$ cat src/rtl/pix_pkg.sv
// Shared {x,y,RGB} pixel-word definitions for the pixel-stream stages.
package pix_pkg;

  localparam int unsigned X_HI = 49;
  localparam int unsigned X_LO = 41;
  localparam int unsigned Y_HI = 40;
  localparam int unsigned Y_LO = 32;
  localparam int unsigned R_HI = 23;
  localparam int unsigned R_LO = 16;
  localparam int unsigned G_HI = 15;
  localparam int unsigned G_LO = 8;
  localparam int unsigned B_HI = 7;
  localparam int unsigned B_LO = 0;

  localparam int unsigned IMG_W   = 320;
  localparam int unsigned COORD_W = 9;
  localparam int unsigned WORD_W  = 64;

  typedef struct packed {
    logic [7:0] r;
    logic [7:0] g;
    logic [7:0] b;
  } rgb_t;

  typedef struct packed {
    logic [13:0]        pad_hi;
    logic [COORD_W-1:0] x;
    logic [COORD_W-1:0] y;
    logic [7:0]         pad_lo;
    rgb_t               rgb;
  } pix_word_t;

  typedef enum logic [1:0] {
    HB_EMPTY,
    HB_RUN,
    HB_FLUSH
  } hblur3_state_e;

  // Build a word with zeroed pad fields.
  function automatic pix_word_t pack_pix(input logic [COORD_W-1:0] x,
                                         input logic [COORD_W-1:0] y,
                                         input rgb_t rgb);
    logic [WORD_W-1:0] w;
    w = '0;
    w[X_HI:X_LO] = x;
    w[Y_HI:Y_LO] = y;
    w[R_HI:R_LO] = rgb.r;
    w[G_HI:G_LO] = rgb.g;
    w[B_HI:B_LO] = rgb.b;
    return pix_word_t'(w);
  endfunction

endpackage

$ cat src/rtl/rgb_tap121.sv
// Per-channel 1-2-1 tap: (a + 2b + c) >> 2, truncated, on packed 24-bit RGB.
module rgb_tap121 (
  input  logic [23:0] a,
  input  logic [23:0] b,
  input  logic [23:0] c,
  output logic [23:0] y
);

  for (genvar i = 0; i < 3; i++) begin : g_ch
    logic [9:0] sum;
    assign sum = 10'(a[8*i +: 8]) + {1'b0, b[8*i +: 8], 1'b0} + 10'(c[8*i +: 8]);
    assign y[8*i +: 8] = 8'(sum >> 2);
  end

endmodule

$ cat src/rtl/hblur3.sv
// Horizontal 1-2-1 smoothing of the raster pixel stream with replicated row edges.
// Stream checking and the err flag are compiled in with HBLUR3_CHK_EN.
module hblur3
  import pix_pkg::*;
#(
  parameter int unsigned WIDTH = IMG_W
) (
  input  logic        clk,
  input  logic        rst,
  input  logic [63:0] data,
  input  logic        data_valid,
  output logic [63:0] data2,
  output logic        data_valid2,
  output logic        err
);

  localparam logic [COORD_W-1:0] X_LAST = COORD_W'(WIDTH - 1);

  hblur3_state_e state_q, state_d;
  pix_word_t     prev_q, prev_d;
  pix_word_t     cur_q, cur_d;
  pix_word_t     data2_q, data2_d;
  logic          data_valid2_q, data_valid2_d;

  pix_word_t     p;
  logic          viol;
  logic          row_start;
  logic          advance;
  rgb_t          right_rgb;
  rgb_t          filt_rgb;

  assign p = pix_word_t'(data);

  // FLUSH replicates the last pixel as its own right neighbour.
  assign right_rgb = (state_q == HB_FLUSH) ? cur_q.rgb : p.rgb;

  rgb_tap121 u_tap (
    .a (prev_q.rgb),
    .b (cur_q.rgb),
    .c (right_rgb),
    .y (filt_rgb)
  );

  always_comb begin
    state_d       = state_q;
    prev_d        = prev_q;
    cur_d         = cur_q;
    data2_d       = data2_q;
    data_valid2_d = 1'b0;
    row_start     = 1'b0;
    advance       = 1'b0;

    unique case (state_q)
      HB_EMPTY: begin
        if (data_valid && !viol) row_start = 1'b1;
      end
      HB_RUN: begin
        if (data_valid) begin
          if (viol) begin
            state_d = HB_EMPTY;
            if (p.x == '0) row_start = 1'b1;
          end else begin
            advance       = 1'b1;
            data2_d       = pack_pix(cur_q.x, cur_q.y, filt_rgb);
            data_valid2_d = 1'b1;
            prev_d        = cur_q;
            cur_d         = p;
            state_d       = (p.x == X_LAST) ? HB_FLUSH : HB_RUN;
          end
        end
      end
      HB_FLUSH: begin
        state_d = HB_EMPTY;
        if (!viol) begin
          data2_d       = pack_pix(cur_q.x, cur_q.y, filt_rgb);
          data_valid2_d = 1'b1;
        end
      end
      default: state_d = HB_EMPTY;
    endcase

    // New row: the left neighbour of x=0 is the pixel itself.
    if (row_start) begin
      prev_d  = p;
      cur_d   = p;
      state_d = (WIDTH == 1) ? HB_FLUSH : HB_RUN;
    end
  end

  always_ff @(posedge clk or posedge rst) begin
    if (rst) begin
      state_q       <= HB_EMPTY;
      prev_q        <= '0;
      cur_q         <= '0;
      data2_q       <= '0;
      data_valid2_q <= 1'b0;
    end else begin
      state_q       <= state_d;
      prev_q        <= prev_d;
      cur_q         <= cur_d;
      data2_q       <= data2_d;
      data_valid2_q <= data_valid2_d;
    end
  end

`ifdef HBLUR3_CHK_EN
  logic [COORD_W-1:0] exp_x_q, exp_x_d;
  logic [COORD_W-1:0] row_y_q, row_y_d;
  logic               err_q, err_d;

  always_comb begin
    viol = 1'b0;
    unique case (state_q)
      HB_EMPTY: viol = data_valid && (p.x != '0);
      HB_RUN:   viol = data_valid && ((p.x != exp_x_q) || (p.y != row_y_q));
      HB_FLUSH: viol = data_valid;
      default:  viol = 1'b0;
    endcase
  end

  always_comb begin
    exp_x_d = exp_x_q;
    row_y_d = row_y_q;
    err_d   = err_q | viol;
    if (row_start) begin
      exp_x_d = COORD_W'(1);
      row_y_d = p.y;
    end else if (advance) begin
      exp_x_d = p.x + COORD_W'(1);
    end
  end

  always_ff @(posedge clk or posedge rst) begin
    if (rst) begin
      exp_x_q <= '0;
      row_y_q <= '0;
      err_q   <= 1'b0;
    end else begin
      exp_x_q <= exp_x_d;
      row_y_q <= row_y_d;
      err_q   <= err_d;
    end
  end

  assign err = err_q;
`else
  assign viol = 1'b0;
  assign err  = 1'b0;

  logic unused_nochk;
  assign unused_nochk = advance;
`endif

  assign data2       = data2_q;
  assign data_valid2 = data_valid2_q;

  logic unused_pad;
  assign unused_pad = ^{prev_q.pad_hi, prev_q.x, prev_q.y, prev_q.pad_lo,
                        cur_q.pad_hi, cur_q.pad_lo};

endmodule

$ cat config.mk
export PLATFORM = sky130hd
export DESIGN_NAME = hblur3
export DESIGN_NICKNAME = d
export VERILOG_FILES = /design/src/rtl/pix_pkg.sv /design/src/rtl/rgb_tap121.sv /design/src/rtl/hblur3.sv
export SDC_FILE = /design/constraint.sdc
export NUM_CORES = 1
export LEC_CHECK = 0
export CAP_MARGIN = 20
export CORE_MARGIN = 2
export CORE_UTILIZATION = 47
export CTS_CLUSTER_DIAMETER = 120
export DETAILED_ROUTE_END_ITERATION = 8
export PLACE_DENSITY = 0.89
export SLEW_MARGIN = 10
export SYNTH_ARGS = -nofsm -noshare
export SYNTH_HDL_FRONTEND = slang
export SYNTH_SLANG_ARGS = --single-unit
export TNS_END_PERCENT = 1
$ cat constraint.sdc
create_clock -name clk -period 4.3 [get_ports clk]
set_clock_uncertainty 0.05 [all_clocks]
set_input_delay 1.29 -clock clk [delete_from_list [all_inputs] [get_ports clk]]
set_output_delay 1.29 -clock clk [all_outputs]
set_load 0.01 [all_outputs]
Yosys cells after proc, flatten, opt, wreduce, memory -nomap -nowiden

Index checks and enable logic that the tools add are counted.

Bits in registers: 133
Input bits: 67
Output and inout bits: 66
Logic and storage cells: 52

Add/sub/neg operators: 6
Equal/unequal tests: 6
Mux-type cells: 16
Reductions and logical operators: 7

Operators by type and width:

| kind                 | number |
|---|---|
| $mux W50             | 3 |
| $pmux W64 S2         | 1 |
| $mux W24             | 4 |
| $mux W64             | 1 |
| $add A10 B8 Y10      | 3 |
| $add A8 B9 Y10       | 3 |
| $eq A9 B9 Y1 const B | 1 |
| $mux W2              | 3 |
| $reduce_and A2 Y1    | 3 |
| $reduce_bool A2 Y1   | 3 |
| $ne A2 B2 Y1 const B | 2 |
| $pmux W2 S2          | 1 |
| $ne A3 B3 Y1 const B | 1 |
| $eq A2 B1 Y1 const B | 1 |
| $eq A2 B2 Y1 const B | 1 |
| $logic_not A2 Y1     | 1 |
| $mux W1              | 2 |
| $pmux W1 S2          | 1 |

Depth between registers and ports, before layout

Gate-level depths: netlist of run 1.

Depth after elaboration: 5
Depth in mapped cells: 13

Cells and area by module

A second synthesis of run 1 with hierarchy kept.

Cells, all modules: 532
Area, all modules: 6577.6 um^2

By module, submodules not included:

| module     | instances | cells an instance | area each (um^2) | seq. area each (um^2) |
|---|---|---|---|---|
| hblur3     | 1         | 354               | 5047.3           | 2777.7 |
| rgb_tap121 | 1         | 178               | 1530.2           | 0.0 |

Least setup slack after synthesis of run 1

Ideal clock, no wire load.

Kind: input -> register
From: in data[10]
To: reg data2_q (netlist bit data2[13])
Setup time: 0.125 ns
Arrival time: 3.290 ns
Required time: 4.125 ns
Setup slack: 0.835 ns
Cell stages on the path: 8
Path buffers: 0
Cell sequence: mux2_2 fa_1 fa_1 a21oi_1 a2bb2oi_1 nand2b_1 a211oi_1 o31ai_1

Word-level cells in the longest chain between the ends: 4

Ends and longest elaborated chain:

| item                 | line             | source |
|---|---|---|
| from (decl)          | hblur3.sv:10     | `input logic [63:0] data,` |
| $mux W24 (*)         | hblur3.sv:35     | `assign right_rgb = (state_q == HB_FLUSH) ? cur_q.rgb : p.rgb;` |
| $add A10 B8 Y10 (*)  | rgb_tap121.sv:11 | `assign sum = 10'(a[8*i +: 8]) + {1'b0, b[8*i +: 8], 1'b0} + 10'(c[8*i +: 8]);` |
| $mux W64             | hblur3.sv:58     | `if (data_valid) begin` |
| $pmux W64 S2 (*)     | hblur3.sv:53     | `unique case (state_q)` |
| to (signal assigned) | hblur3.sv:101    | `data2_q <= data2_d;` |
| to (decl)            | hblur3.sv:22     | `pix_word_t data2_q, data2_d;` |

Every way passes the cells marked *; elsewhere a longest branch is shown, timed or not. The select of a mux whose other input is x is not followed.
A chain may end at the register's enable or synchronous reset.

Worst setup path in the final report of run 1

From: in data[2]
To: reg data2_q (netlist bit data2[5])

Same word-level chain as after synthesis.

==> out/metrics.yaml, run 1 <==
run_status:
  status: "complete, no violations"
synthesis:
  seq_area_frac_synth_pct: 44.8
  synth_compound_gate_area_share_pct: 8.46
  syn_area_um2: 6200
  postSynthAreaPerCell_um2: 10.8
  yosysUniqueCellTypes: 38
  area_fraction_in_and_or_nand_and_nor_cells_after_synthesis_pct: 10.7
  post_synth_top_area_cell: "sky130_fd_sc_hd__dfrtp_1"
  postSynth.topFlopCell: "sky130_fd_sc_hd__dfrtp_1"
  yosys-top-cells-area: "sky130_fd_sc_hd__dfrtp_1, sky130_fd_sc_hd__mux2_2, sky130_fd_sc_hd__fa_1, sky130_fd_sc_hd__nand2_1, sky130_fd_sc_hd__mux2i_1"
  yosys_warnings: 0
  post_synthesis_async_set_or_reset_flop_share_pct: 100
  synth_top_family_by_area: "multiplexers"
  synth-adder-area-share_pct: 12.6
  post-synth-top-area-fraction_pct: 44.8
  post_synth_mux_area_share_pct: 15.8
  number_of_flops_mapped_to_enable_cells_by_yosys: 0
  synth_seq_cells: 111
  syn-instance-count: 576
  synth_xor_area_share_pct: 1.41
cts:
  tritoncts: "built"
  maximum_buffer_depth_of_the_clock_tree: 2
  htree_levels: 3
  post-cts-setup-buffer-count: 0
  holdBufCountCts: 0
  numCtsBuffers: 9
  cts_clock_pin_slew_for_the_worst_setup_and_hold_paths_ns: 0.08
  cts_num_sinks: 111
  clockRootBuffer: "sky130_fd_sc_hd__clkbuf_16"
  post_cts_resize_count: 0
  insertion_delay_ns: 0.35
cells_and_area:
  areaGrowthSynthToFinish_pct: 21.0
  utilization_pct: 58.9
  design_area_um2: 7500
  drive_gt1_share_pct: 13.9
  nNetsFinal: 774
  stdcell_count: 837
worst_hold_path:
  hold_path_class: "flip-flop to flip-flop"
global_routing:
  grt_pass1_vias: 4571
  gr-usage-all-layers_pct: 19.4
  number_of_antenna_violations_at_the_first_check_in_global_routing: 1
  first_pass_grt_wire_length_um: 22000
  global_route_overflow: 0
  grt_start_max_net_pins: 52
sta:
  maxSlewHeadroom_pct: 53.8
  layout_min_cycle_time_ns: 3.81
  min_period_over_period_pct: 88.7
  post-route-worst-setup-slack_ns: 0.488
  count_of_final_max_slew_check_failures: 0
  max_freq_mhz: 262
  grt_setup_unrepaired: "false"
  hold_violations: 0
  fin_tns_setup_ns: 0
  tightest_slew_ns: 0.690
  fin_hold_ws_ns: 0.420
  setup_violations: 0
route:
  detail_route.first_pass.iterations: 4
  detailedRoute.firstIterationViolations: 250
  routed_via_density: 5.25
  route.detailed.wl_per_inst_um: 15.5
  drt_drc_violations_left: 0
  routed_wl_um: 13000
  routed-via-count: 4396
  drt.antenna.violating_nets: 0
placed_design:
  place_area_um2: 7200
  place_inst: 820
  io_buffers: 87
  routabilityCongestion: 0.868
  post-dp-hpwl_um: 9710
  dp_worst_setup_slack_ns: 0.140
floorplan:
  die_area_um2: 14100
  placement_rows: 41
  floorplan.initialDensity_pct: 48.7
  die_y_um: 119
  design.core.area_um2: 12700
  floorplan.io_pins: 133
  die_x_um: 119
setup_path:
  critical_path_required_ns: 4.49
  critPathKind: "input pin to flip-flop"
  crit_path_max_fanout: 3
  type_of_origin_of_the_critical_path: "input pin"
  endpoint_kind: "flip-flop"
  worst_ep_arrival_time_ns: 4.00
power:
  ir_worst_vdd_mv: 0.433
  power.density_nw_per_um2: 791
  total_power_mw: 5.93
  cellLeakagePower_nw: 3.39
flow_run:
  max_cap_violations: 0
## sequential cells by signal, summed over array words and instances, names as in the netlist
| name | flops |
|---|---|
| cur_q | 42 |
| data2 | 42 |
| prev_q | 24 |
| state_q | 2 |
| data_valid2 | 1 |
## metal layers
layer  vias up  share of wire (%)  track usage, %  routed length, um
met2       138                 50            32.5               6440
met1      2160                 43            24.8               5620
met4         0                2.6            8.85                343
met3        24                4.5            3.11                589
li1       2074                  -               -                  -
met5         -                  0               0                  0
## cells in the mapped netlist, types with 2 or more instances
master / n
sky130_fd_sc_hd__o31ai_1: 5
sky130_fd_sc_hd__a211oi_1: 3
sky130_fd_sc_hd__nor2_1: 22
sky130_fd_sc_hd__mux2i_1: 31
sky130_fd_sc_hd__o21ai_0: 44
sky130_fd_sc_hd__buf_2: 14
sky130_fd_sc_hd__xor2_1: 4
sky130_fd_sc_hd__buf_4: 24
sky130_fd_sc_hd__mux2_2: 58
sky130_fd_sc_hd__nor3_1: 4
sky130_fd_sc_hd__nand2b_1: 3
sky130_fd_sc_hd__nor2b_1: 3
sky130_fd_sc_hd__o21a_1: 4
sky130_fd_sc_hd__ha_1: 24
sky130_fd_sc_hd__nand4b_1: 3
sky130_fd_sc_hd__a21oi_1: 24
sky130_fd_sc_hd__clkbuf_1: 8
sky130_fd_sc_hd__nor4_1: 3
sky130_fd_sc_hd__nor3b_1: 4
sky130_fd_sc_hd__nand3_1: 5
sky130_fd_sc_hd__o21ai_2: 3
sky130_fd_sc_hd__fa_1: 24
sky130_fd_sc_hd__a2bb2oi_1: 2
sky130_fd_sc_hd__inv_1: 22
sky130_fd_sc_hd__dfrtp_1: 111
sky130_fd_sc_hd__nand2_1: 107
sky130_fd_sc_hd__xnor2_1: 6
## critical path: stages
cell and delay [ns]:
sky130_fd_sc_hd__clkdlybuf4s50_1 0.45, sky130_fd_sc_hd__mux2_2 0.29, sky130_fd_sc_hd__fa_1 0.49, sky130_fd_sc_hd__fa_1 0.48, sky130_fd_sc_hd__a21oi_1 0.22, sky130_fd_sc_hd__a2bb2oi_1 0.35, sky130_fd_sc_hd__nand2b_1 0.10, sky130_fd_sc_hd__a211oi_1 0.26
sky130_fd_sc_hd__o31ai_1 0.09
## worst paths after layout
kind	cells after the start	to	slack, ns	start
worst max register to register	11	data2[5]	0.65	state_q[0]
worst min-delay path	2	data2[8]	0.42	data2[8]
min in group asynchronous	2	data2[1]	1.31	rst
worst max-delay path	9	data2[5]	0.49	data[2]
max in group asynchronous	3	prev_q[18]	2.10	rst
worst min register to register	2	data2[8]	0.42	data2[8]
## area by class of cell
class                      count  area [um2]
antenna                        1        2.50
clock buffer                  10         239
clock inverter                 6        56.3
fill                        1067        5220
inverter                      22        85.1
multi-input combinational    417        3140
sequential                   111        2780
tap                          172         215
timing repair buffer          98         986
## cell usage in the layout, fill, tap and decap left out, drive strengths merged, types with 11 or more instances in the layout
cell type / instances
fa: 24
buf: 11
o21ai: 48
ha: 24
inv: 27
a21oi: 24
mux2: 59
dfrtp: 111
conb: 23
nand2: 107
nor2: 22
clkdlybuf4s50: 87
mux2i: 31
## power by group
group | total, mW | internal (mW) | switching, mW
Sequential | 1.88 | 1.53 | 0.349
Combinational | 3.23 | 1.57 | 1.66
Clock | 0.830 | 0.424 | 0.406
Total | 5.93 | 3.52 | 2.41
## logic make-up after synthesis
family,count (synthesis)
compound gates,89
xor+xnor,10
fa+ha+maj,48
buf+inv,70
flops,111
mux,90
other cells,1
simple gates,157
Power figures use the tool's default switching activity.
==> inputs of run 2 (changes only) <==
CELL_PAD_IN_SITES_DETAIL_PLACEMENT = 1   (was default)
CELL_PAD_IN_SITES_GLOBAL_PLACEMENT = 1   (was default)
CORE_UTILIZATION = 36   (was 47)
PLACE_DENSITY = 0.88   (was 0.89)
==> out/metrics.yaml, run 2 (synthesis results as in run 1) <==
worst_hold_path:
  hold_path_class: "flip-flop to flip-flop"
setup_path:
  critical_path_required_ns: 4.47
  worst_ep_arrival_time_ns: 4.08
  type_of_origin_of_the_critical_path: "input pin"
  endpoint_kind: "flip-flop"
  crit_path_max_fanout: 3
  critPathKind: "input pin to flip-flop"
cts:
  insertion_delay_ns: 0.35
  holdBufCountCts: 0
  numCtsBuffers: 9
  post-cts-setup-buffer-count: 0
  htree_levels: 3
  maximum_buffer_depth_of_the_clock_tree: 2
  clockRootBuffer: "sky130_fd_sc_hd__clkbuf_16"
  post_cts_resize_count: 0
  cts_num_sinks: 111
  cts_clock_pin_slew_for_the_worst_setup_and_hold_paths_ns: 0.08
  tritoncts: "built"
sta:
  fin_tns_setup_ns: 0
  post-route-worst-setup-slack_ns: 0.383
  count_of_final_max_slew_check_failures: 0
  fin_hold_ws_ns: 0.416
  hold_violations: 0
  tightest_slew_ns: 0.746
  maxSlewHeadroom_pct: 50.3
  max_freq_mhz: 255
  grt_setup_unrepaired: "false"
  min_period_over_period_pct: 91.1
  layout_min_cycle_time_ns: 3.92
  setup_violations: 0
floorplan:
  floorplan.initialDensity_pct: 37.1
  floorplan.io_pins: 133
  die_x_um: 135
  die_y_um: 135
  placement_rows: 47
  die_area_um2: 18300
  design.core.area_um2: 16700
placed_design:
  post-dp-hpwl_um: 10200
  routabilityCongestion: 0.763
  place_area_um2: 7240
  io_buffers: 87
  dp_worst_setup_slack_ns: 0.0513
route:
  detailedRoute.firstIterationViolations: 81
  routed_via_density: 4.90
  routed-via-count: 4309
  drt_drc_violations_left: 0
  route.detailed.wl_per_inst_um: 16.2
  routed_wl_um: 14200
  detail_route.first_pass.iterations: 4
  drt.antenna.violating_nets: 0
power:
  ir_worst_vdd_mv: 0.337
  internal_power_mw: 3.60
  power.share.switching_pct: 40.5
  power.sequential.fraction_pct: 30.9
  combinationalPowerShare_pct: 54.1
  power.density_nw_per_um2: 800
  cellLeakagePower_nw: 3.38
  netSwitchingPower_mw: 2.45
  power.clock.fraction_pct: 15.1
cells_and_area:
  most-common-layout-cells: "sky130_fd_sc_hd__dfrtp_1, sky130_fd_sc_hd__nand2_1, sky130_fd_sc_hd__clkdlybuf4s50_1, sky130_fd_sc_hd__mux2_2, sky130_fd_sc_hd__o21ai_0"
  areaGrowthSynthToFinish_pct: 22.1
  drive_gt1_share_pct: 13.3
  most_common_library_cell_in_the_layout_ignoring_fill_and_taps: "sky130_fd_sc_hd__dfrtp_1"
  diodes: 0
  design_area_um2: 7560
  nNetsFinal: 771
global_routing:
  first_pass_grt_wire_length_um: 23800
  gr-usage-all-layers_pct: 16.7
  grt_pass1_vias: 4662
  number_of_antenna_violations_at_the_first_check_in_global_routing: 0
  global_route_overflow: 0
  grt_start_max_net_pins: 77
flow_run:
  max_cap_violations: 0
run_status:
  status: "complete, no violations"
-- run 2: cell count changes in the layout (fill, tap and decap cells not counted), sizes merged --
cell and delta:
inv -4, buf -3, bufinv +2, clkbuf -1, clkinv +1, clkinvlp +1
diode -1
-- run 2: critical path: stages --
cell                              delay, ns
sky130_fd_sc_hd__clkdlybuf4s50_1       0.44
sky130_fd_sc_hd__mux2_2                0.30
sky130_fd_sc_hd__fa_1                  0.49
sky130_fd_sc_hd__fa_1                  0.47
sky130_fd_sc_hd__a21oi_1               0.24
sky130_fd_sc_hd__a2bb2oi_1             0.34
sky130_fd_sc_hd__nand2b_1              0.11
sky130_fd_sc_hd__a211oi_1              0.28
sky130_fd_sc_hd__o31ai_1               0.11
-- run 2: per-layer routing --
layer,GRT usage (%),routed length [um],vias up
li1,-,-,2058
met1,21.0,6380,2141
met2,28.6,7040,87
met3,3.22,511,23
met4,6.02,300,0
met5,0,0,-
-- run 2: through the flow --
step	cells	power (mW)	util [%]
3_3_place_gp	865	4.98	43.4
6_report	880	6.05	45.3
2_1_floorplan	598	4.08	-
4_1_cts	880	6.15	45.3
3_5_place_dp	865	5.16	43.4
5_1_grt	880	6.62	45.3
-- run 2: path summary, 6_finish.rpt --
| kind | startpoint | to | slack [ns] | depth (start not counted) |
|---|---|---|---|---|
| setup / recovery | data[10] | data2[13] | 0.38 | 9 |
| hold / removal | data2[40] | data2[40] | 0.42 | 2 |
| setup reg to reg | state_q[0] | data2[13] | 0.73 | 11 |
| hold reg to reg | data2[40] | data2[40] | 0.42 | 2 |
| max in group asynchronous | rst | cur_q[8] | 2.12 | 3 |
| min in group asynchronous | rst | cur_q[0] | 1.37 | 2 |
-- run 2: area by class of cell --
class / instances / area, um2
fillers: 1855 / 9140
flip-flops and latches: 111 / 2780
repair buffers: 95 / 968
clock buffers: 9 / 225
multi-input cells: 417 / 3140
clock inverters: 6 / 95.1
inverters: 22 / 85.1
well taps: 220 / 275
-- run 2: power groups by stage --
stage,combinational (mW),clock (mW),sequential [mW]
2_1_floorplan,2.16,0,1.91
3_3_place_gp,3.11,0,1.87
3_5_place_dp,3.25,0,1.90
4_1_cts,3.32,0.947,1.88
5_1_grt,3.68,0.984,1.95
6_report,3.27,0.912,1.87
==> inputs of run 3 (changes only) <==
CORE_ASPECT_RATIO = 0.75   (was default)
==> out/metrics.yaml, run 3 (synthesis results as in run 1) <==
global_routing:
  grt_start_max_net_pins: 55
  grt_pass1_vias: 4490
  global_route_overflow: 0
  first_pass_grt_wire_length_um: 23000
  gr-usage-all-layers_pct: 15.6
  number_of_antenna_violations_at_the_first_check_in_global_routing: 0
route:
  routed-via-count: 4264
  route.detailed.wl_per_inst_um: 15.9
  route.met3.wl_um: 316
  routed_via_density: 4.87
  drt.antenna.violating_nets: 0
  detailedRoute.firstIterationViolations: 110
  drt_drc_violations_left: 0
  route.top_layer_used: "met4"
  total_routed_wire_length_on_the_met1_layer_um: 6790
  routed-wl-met2_um: 6660
  routed_wl_um: 13900
  detail_route.first_pass.iterations: 4
cts:
  tritoncts: "built"
  clockRootBuffer: "sky130_fd_sc_hd__clkbuf_16"
  holdBufCountCts: 0
  numCtsBuffers: 9
  htree_levels: 3
  cts_clock_pin_slew_for_the_worst_setup_and_hold_paths_ns: 0.07
  post-cts-setup-buffer-count: 0
  cts_num_sinks: 111
  post_cts_resize_count: 0
  insertion_delay_ns: 0.35
  maximum_buffer_depth_of_the_clock_tree: 2
sta:
  min_period_over_period_pct: 89.6
  hold_violations: 0
  tightest_slew_ns: 1.01
  layout_min_cycle_time_ns: 3.85
  fin_tns_setup_ns: 0
  count_of_final_max_slew_check_failures: 0
  setup_violations: 0
  grt_setup_unrepaired: "false"
  maxSlewHeadroom_pct: 32.7
  post-route-worst-setup-slack_ns: 0.448
  max_freq_mhz: 260
floorplan:
  die_x_um: 156
  placement_rows: 41
  floorplan.io_pins: 133
  die_y_um: 118
  floorplan.initialDensity_pct: 36.8
  design.core.area_um2: 16800
  die_area_um2: 18300
cells_and_area:
  most_common_library_cell_in_the_layout_ignoring_fill_and_taps: "sky130_fd_sc_hd__dfrtp_1"
  stdcell_count: 875
  fillCellCount: 1855
  nNetsFinal: 770
  final-seq-area_um2: 2780
  most-common-layout-cells: "sky130_fd_sc_hd__dfrtp_1, sky130_fd_sc_hd__nand2_1, sky130_fd_sc_hd__clkdlybuf4s50_1, sky130_fd_sc_hd__mux2_2, sky130_fd_sc_hd__o21ai_0"
  multiInputGateArea_um2: 3140
  diodes: 0
  drive_gt1_share_pct: 13.3
  design_area_um2: 7550
  areaGrowthSynthToFinish_pct: 21.8
placed_design:
  place_inst: 859
  routabilityCongestion: 0.833
  dp_worst_setup_slack_ns: 0.0499
  post-dp-hpwl_um: 10100
  place_area_um2: 7230
  io_buffers: 87
setup_path:
  endpoint_kind: "flip-flop"
  critical_path_required_ns: 4.46
  type_of_origin_of_the_critical_path: "input pin"
  crit_path_max_fanout: 3
  critPathKind: "input pin to flip-flop"
  worst_ep_arrival_time_ns: 4.01
power:
  power.density_nw_per_um2: 797
  ir_worst_vdd_mv: 0.265
  total_power_mw: 6.02
  cellLeakagePower_nw: 3.38
worst_hold_path:
  hold_path_class: "flip-flop to flip-flop"
flow_run:
  max_cap_violations: 0
run_status:
  status: "complete, no violations"
[run 3: cell count changes in the layout (fill, tap and decap cells not counted)]
cell,delta
sky130_fd_sc_hd__clkinv_2,+2
sky130_fd_sc_hd__buf_4,-1
sky130_fd_sc_hd__o21a_1,-1
sky130_fd_sc_hd__o21a_2,+1
sky130_fd_sc_hd__clkinv_4,-1
sky130_fd_sc_hd__clkbuf_1,+1
sky130_fd_sc_hd__inv_8,-1
[run 3: final cells by class]
| type | instances | area share [%] |
|---|---|---|
| Clock inverter | 6 | 1.13 |
| Sequential cell | 111 | 36.8 |
| Multi-Input combinational cell | 417 | 41.6 |
| Inverter | 22 | 1.13 |
| Tap cell | 215 | 3.56 |
| Timing Repair Buffer | 94 | 12.7 |
| Clock buffer | 10 | 3.03 |
[run 3: worst max-delay path, stage by stage]
cell and delay, ns:
sky130_fd_sc_hd__clkdlybuf4s50_1 0.44, sky130_fd_sc_hd__mux2_2 0.28, sky130_fd_sc_hd__fa_1 0.50, sky130_fd_sc_hd__fa_1 0.48
sky130_fd_sc_hd__a21oi_1 0.24, sky130_fd_sc_hd__a2bb2oi_1 0.34, sky130_fd_sc_hd__nand2b_1 0.09, sky130_fd_sc_hd__a211oi_1 0.25
sky130_fd_sc_hd__o31ai_1 0.09
[run 3: metal layers]
| layer | vias up | GRT usage, % |
|---|---|---|
| li1 | 2065 | - |
| met1 | 2138 | 21.5 |
| met2 | 53 | 25.3 |
| met3 | 8 | 3.35 |
| met4 | 0 | 3.73 |
| met5 | - | 0 |
[run 3: report_power, final]
part           total [mW]  internal, mW  switching, mW  leakage (nW)
clock               0.903         0.510          0.393         0.148
combinational        3.24          1.56           1.68          1.91
sequential           1.88          1.53          0.349          1.32
total                6.02          3.59           2.42          3.38
[run 3: per-stage QoR]
| stage | utilization (%) | hold slack [ns] |
|---|---|---|
| 4_1_cts | 44.8 | 0.424 |
| 3_3_place_gp | 43.0 | 0.398 |
| 3_5_place_dp | 43.0 | 0.408 |
| 5_1_grt | 44.8 | 0.446 |
| 2_1_floorplan | - | 0.390 |
| 6_report | 44.8 | 0.415 |
[run 3: worst paths after layout]
check	to	slack (ns)	cells after the start	start
max	data2[13]	0.45	9	data[10]
min	data2[48]	0.42	2	data2[48]
max reg2reg	data2[13]	0.83	11	state_q[0]
min reg2reg	data2[48]	0.42	2	data2[48]
max in group asynchronous	prev_q[21]	2.18	3	rst
min in group asynchronous	cur_q[35]	1.15	2	rst
==> edit 1: new RTL, flow settings as in run 3 <==
Remove the register `data_valid2_q`: a continuous assignment takes its place, so the output `data_valid2` follows one clock earlier.
--- a/src/rtl/hblur3.sv
+++ b/src/rtl/hblur3.sv
@@ -93,15 +93,15 @@
       prev_q        <= '0;
       cur_q         <= '0;
       data2_q       <= '0;
-      data_valid2_q <= 1'b0;
     end else begin
       state_q       <= state_d;
       prev_q        <= prev_d;
       cur_q         <= cur_d;
       data2_q       <= data2_d;
-      data_valid2_q <= data_valid2_d;
     end
   end
+
+  assign data_valid2_q = data_valid2_d;
 
 `ifdef HBLUR3_CHK_EN
   logic [COORD_W-1:0] exp_x_q, exp_x_d;
Check against the original RTL: not equivalent (a bounded check fails within 4 cycles, from zero or initial values and one cycle with rst high).
==> edit 1 against run 3 <==
Sequential cell count shrank 1; worst setup slack lost 0.18 ns; hold slack gained 0.0018 ns; total power shrank 1.8%; area after synthesis shrank 0.40%; design area shrank 0.53%; highest routed layer unchanged; count of clock-buffer cells in the layout shrank 1; wire length grew 0.46%; register-to-register slack gained 0.03 ns.
==> edit 1: results (changes against run 3) <==
CLKSLEWWORSTSETUPHOLDPATHS_NS=0.07  # about the same
DETAIL_ROUTE.WIRELENGTH_UM=14000  # +0.46%
DRT-PASS1-ITER-COUNT=4  # unchanged
WHS_PATH_DEPTH=2  # unchanged
CLOCK_TREE.ROOT_CELL='clkbuf_16'
NETLIST_TOP_CELLS_COUNT='110 x dfrtp_1, 107 x nand2_1, 58 x mux2_2'
CTSHOLDBUFFERS=0  # unchanged
HOLD_PATH_END='data2[40]'
HOLD_PATH.CLASS='reg2reg'
DR_TOTAL_VIAS=4290  # +0.61%
POST-CTS-SETUP-BUFFER-COUNT=0  # unchanged
SETUP_TNS_NS=0  # unchanged
FIN_WORST_HOLD_SLACK_NS=0.417  # +0.00180 ns
PRE_CTS_SLACK_NS=0.127  # +0.0768 ns
GRT_MAX_DEGREE=54  # -1.8%
R2R_SETUP_SLACK_NS=0.86  # +0.03 ns
MIN-DELAY-START='data2[40]'
SYNTH_XOR_AREA_SHARE_PCT=1.42  # +0.0057 points
NUM-NETS-FINAL=772  # +0.26%
PLACE_CONGESTION=0.790  # -5.2%
GRT_PASS1_WL_UM=23600  # +2.8%
RUN_STATUS='complete, no violations'
HPWLAFTERDP_UM=10100  # +0.16%
GRT.TOTAL_USAGE_PCT=16.2  # +0.58 points
DRIVE_GT1_SHARE_PCT=13.9  # +0.56 points
POST_CTS_RESIZE_COUNT=0  # unchanged
DIODES=0  # unchanged
SEQ_TOTAL_AREA_YOSYS_PCT=44.6  # -0.22 points
SYNTH_FA_HA_AREA_SHARE_PCT=12.6  # +0.051 points
WL_MET1_UM=6600  # -2.8%
CRITICAL_PATH_PEAK_FANOUT=4  # +1
DPL.CELL_COUNT=861  # +0.23%
DOMINANT_COMBINATIONAL_CELL_FAMILY_BY_AREA_AFTER_SYNTHESIS='multiplexers'
VDD.IR_DROP.WORST_uV=288  # +8.8%
FINAL-INSTANCE-COUNT-EXCL-FILL=877  # +0.23%
SYNTHCELLS=575  # -0.17%
RR_WORST_DEPTH=11  # unchanged
DRV_CAP=0  # unchanged
SYNTHMUXAREASHARE_PCT=15.9  # +0.064 points
SYNTHTOPCELLSBYAREA='dfrtp_1 45%, mux2_2 11%, fa_1 7.8%'
SYNTH_COMPOUND_AREA_SHARE_PCT=8.49  # +0.034 points
DIE_WIDTH_UM=155  # -0.20%
CTS_MAX_PATH_BUFFERS=2  # unchanged
POWER_LEAKAGE_nW=3.37  # -0.29%
ROUTED_WIRE_LENGTH_ON_MET3_UM=411  # +30%
DR.FIRST_ITER.DRC_COUNT=137  # +25%
GRT_PASS1_VIAS=4550  # +1.3%
CP_DATA_ARRIVAL_TIME_NS=2.70  # -1.31 ns
WL_MET2_UM=6770  # +1.5%
MAX_SLEW_HEADROOM_PCT=38.6  # +6.0 points
-- edit 1: cell families after synthesis --
group / Yosys count
muxes: 90
buffers and inverters: 70
AOI/OAI and AO/OA: 89
DFF: 110
other: 1
adders and majority gates: 48
xor gates and xnor gates: 10
and+or+nand+nor: 157
-- edit 1: area by class of cell --
class / instances / area (um2)
Fill cell: 1894 / 9320
Multi-Input combinational cell: 417 / 3140
Sequential cell: 110 / 2750
Timing Repair Buffer: 97 / 971
Tap cell: 215 / 269
Clock buffer: 9 / 225
Inverter: 22 / 85.1
Clock inverter: 7 / 63.8
-- edit 1: where the power goes --
part | total [mW] | leakage, nW | internal [mW] | switching (mW)
logic | 3.22 | 1.91 | 1.56 | 1.66
clock network | 0.833 | 0.143 | 0.408 | 0.426
registers | 1.86 | 1.31 | 1.51 | 0.344
-- edit 1: per-layer routing --
metal | global-route usage [%] | vias up
met1 | 22.0 | 2155
met4 | 4.19 | 0
li1 | - | 2064
met5 | 0 | -
met2 | 26.7 | 58
met3 | 3.33 | 13
-- edit 1: worst max path at each step --
stage | slack, ns | depth (start not counted) | endpoint | start
final | 0.26 | 4 | data_valid2 | data_valid
after global routing | 0.21 | 4 | data_valid2 | data_valid
after detailed placement | 0.13 | 9 | data2[5] | data[2]
after CTS | 0.26 | 4 | data_valid2 | data_valid
after floorplan | 0.06 | 1 | cur_q[0] | rst
after global placement | 0.16 | 9 | data2[13] | data[10]
-- edit 1: through the flow --
step	total power, mW	cell area [um2]
final	5.91	7510
after global routing	6.50	7510
after CTS	6.00	7510
after detailed placement	5.13	7220
after global placement	4.95	7220
after floorplan	4.06	6250
-- edit 1: worst max-delay path, stage by stage --
cell	delay, ns
clkdlybuf4s50_1	0.48
nand2_1	0.13
a21boi_0	0.22
clkdlybuf4s50_1	0.58
==> edit 2: new RTL, config.mk and constraints of run 3 <==
Made on the original files. Build with the macro `HBLUR3_CHK_EN` defined.
--- a/src/rtl/hblur3.sv
+++ b/src/rtl/hblur3.sv
@@ -1,5 +1,7 @@
 // Horizontal 1-2-1 smoothing of the raster pixel stream with replicated row edges.
 // Stream checking and the err flag are compiled in with HBLUR3_CHK_EN.
+`define HBLUR3_CHK_EN
+
 module hblur3
   import pix_pkg::*;
 #(
Check against the original RTL: not equivalent (Yosys sat finds a counterexample within 4 cycles, from zero or initial values and one cycle with rst high).
==> edit 2 against run 3 <==
Area after synthesis is 27% higher; critical path depth grew 1; critical path type unchanged; sequential cell count rose by 19; total power increased by 38%; design area is 29% higher; highest routed layer unchanged; worst setup slack worse by 0.11 ns; wire length is 33% higher; final cell count rose by 15%.
==> edit 2: results (changes against run 3) <==
FF_LATCH_COUNT_SYNTH=130  # +17%
INSERTION_DELAY_NS=0.43  # +0.08 ns
COMB-POWER_mW=4.64  # +43%
NUMBER_OF_CLOCK_TREE_BUFFERS_IN_THE_LAYOUT=17  # +7
SYNTHTOLAYOUTAREAGROWTH_PCT=23.2
DRIVE_GT1_SHARE_PCT=32.5  # +19 points
CORE_AREA_UM2=21300  # +27%
CP_DATA_ARRIVAL_TIME_NS=4.22  # +0.21 ns
GRT_PASS1_WL_UM=30600  # +33%
FIN_WORST_HOLD_SLACK_NS=0.438  # +0.0222 ns
VIASPERCELL=4.91  # +0.69%
GRT_PASS1_VIAS=5466  # +22%
FILL_CELLS=2230  # +20%
BUFAREASHARENONCLOCK_PCT=11.8  # -0.90 points
PRE_CTS_SLACK_NS=-0.0817  # -0.132 ns
WORST_SETUP_PATH_STARTPOINT='data[3]'
DISTINCT_CELL_TYPE_COUNT_OF_THE_SYNTHESIZED_NETLIST=54  # +42%
SYNTHCELLS=594  # +3.1%
PIN_SLEW_WITH_THE_LEAST_HEADROOM_TO_ITS_LIMIT_NS=0.761  # -0.245 ns
DR.FIRST_ITER.DRC_COUNT=190  # +73%
RR_WORST_DEPTH=12  # +1
PLACE_CONGESTION=0.799  # -4.1%
NUM-NETS-FINAL=823  # +6.9%
POSTPLACECELLAREA_UM2=9160  # +27%
WHS_PATH_DEPTH=1  # -1
RUN_STATUS='complete, no violations'
edit 2: worst register-to-register path: cells and delay by family (launching register included):
kind                     cells  cell delay, ns
multiplexers                 2            0.67
flip-flops                   1            0.42
buffers and inverters        2            0.38
adder cells (fa/ha/maj)      3            0.95
AND/OR/NAND/NOR              1            0.23
AO/OA/AOI/OAI                4            0.90
edit 2: per-layer routing:
metal,GRT usage (%),part of all wire [%],up-vias
li1,-,-,2284
met1,22.6,48,2543
met2,27.4,47,97
met3,4.41,4.2,12
met4,3.75,0.89,0
met5,0,0,-
edit 2: cells by family after synthesis:
kind of cell | share of synthesized area [%]
other | 0.0475
AND/OR/NAND/NOR | 5.50
flip-flops | 41.2
buffers and inverters | 5.17
adder cells (fa/ha/maj) | 10.4
XOR/XNOR | 3.77
AO/OA/AOI/OAI | 6.06
multiplexers | 27.8
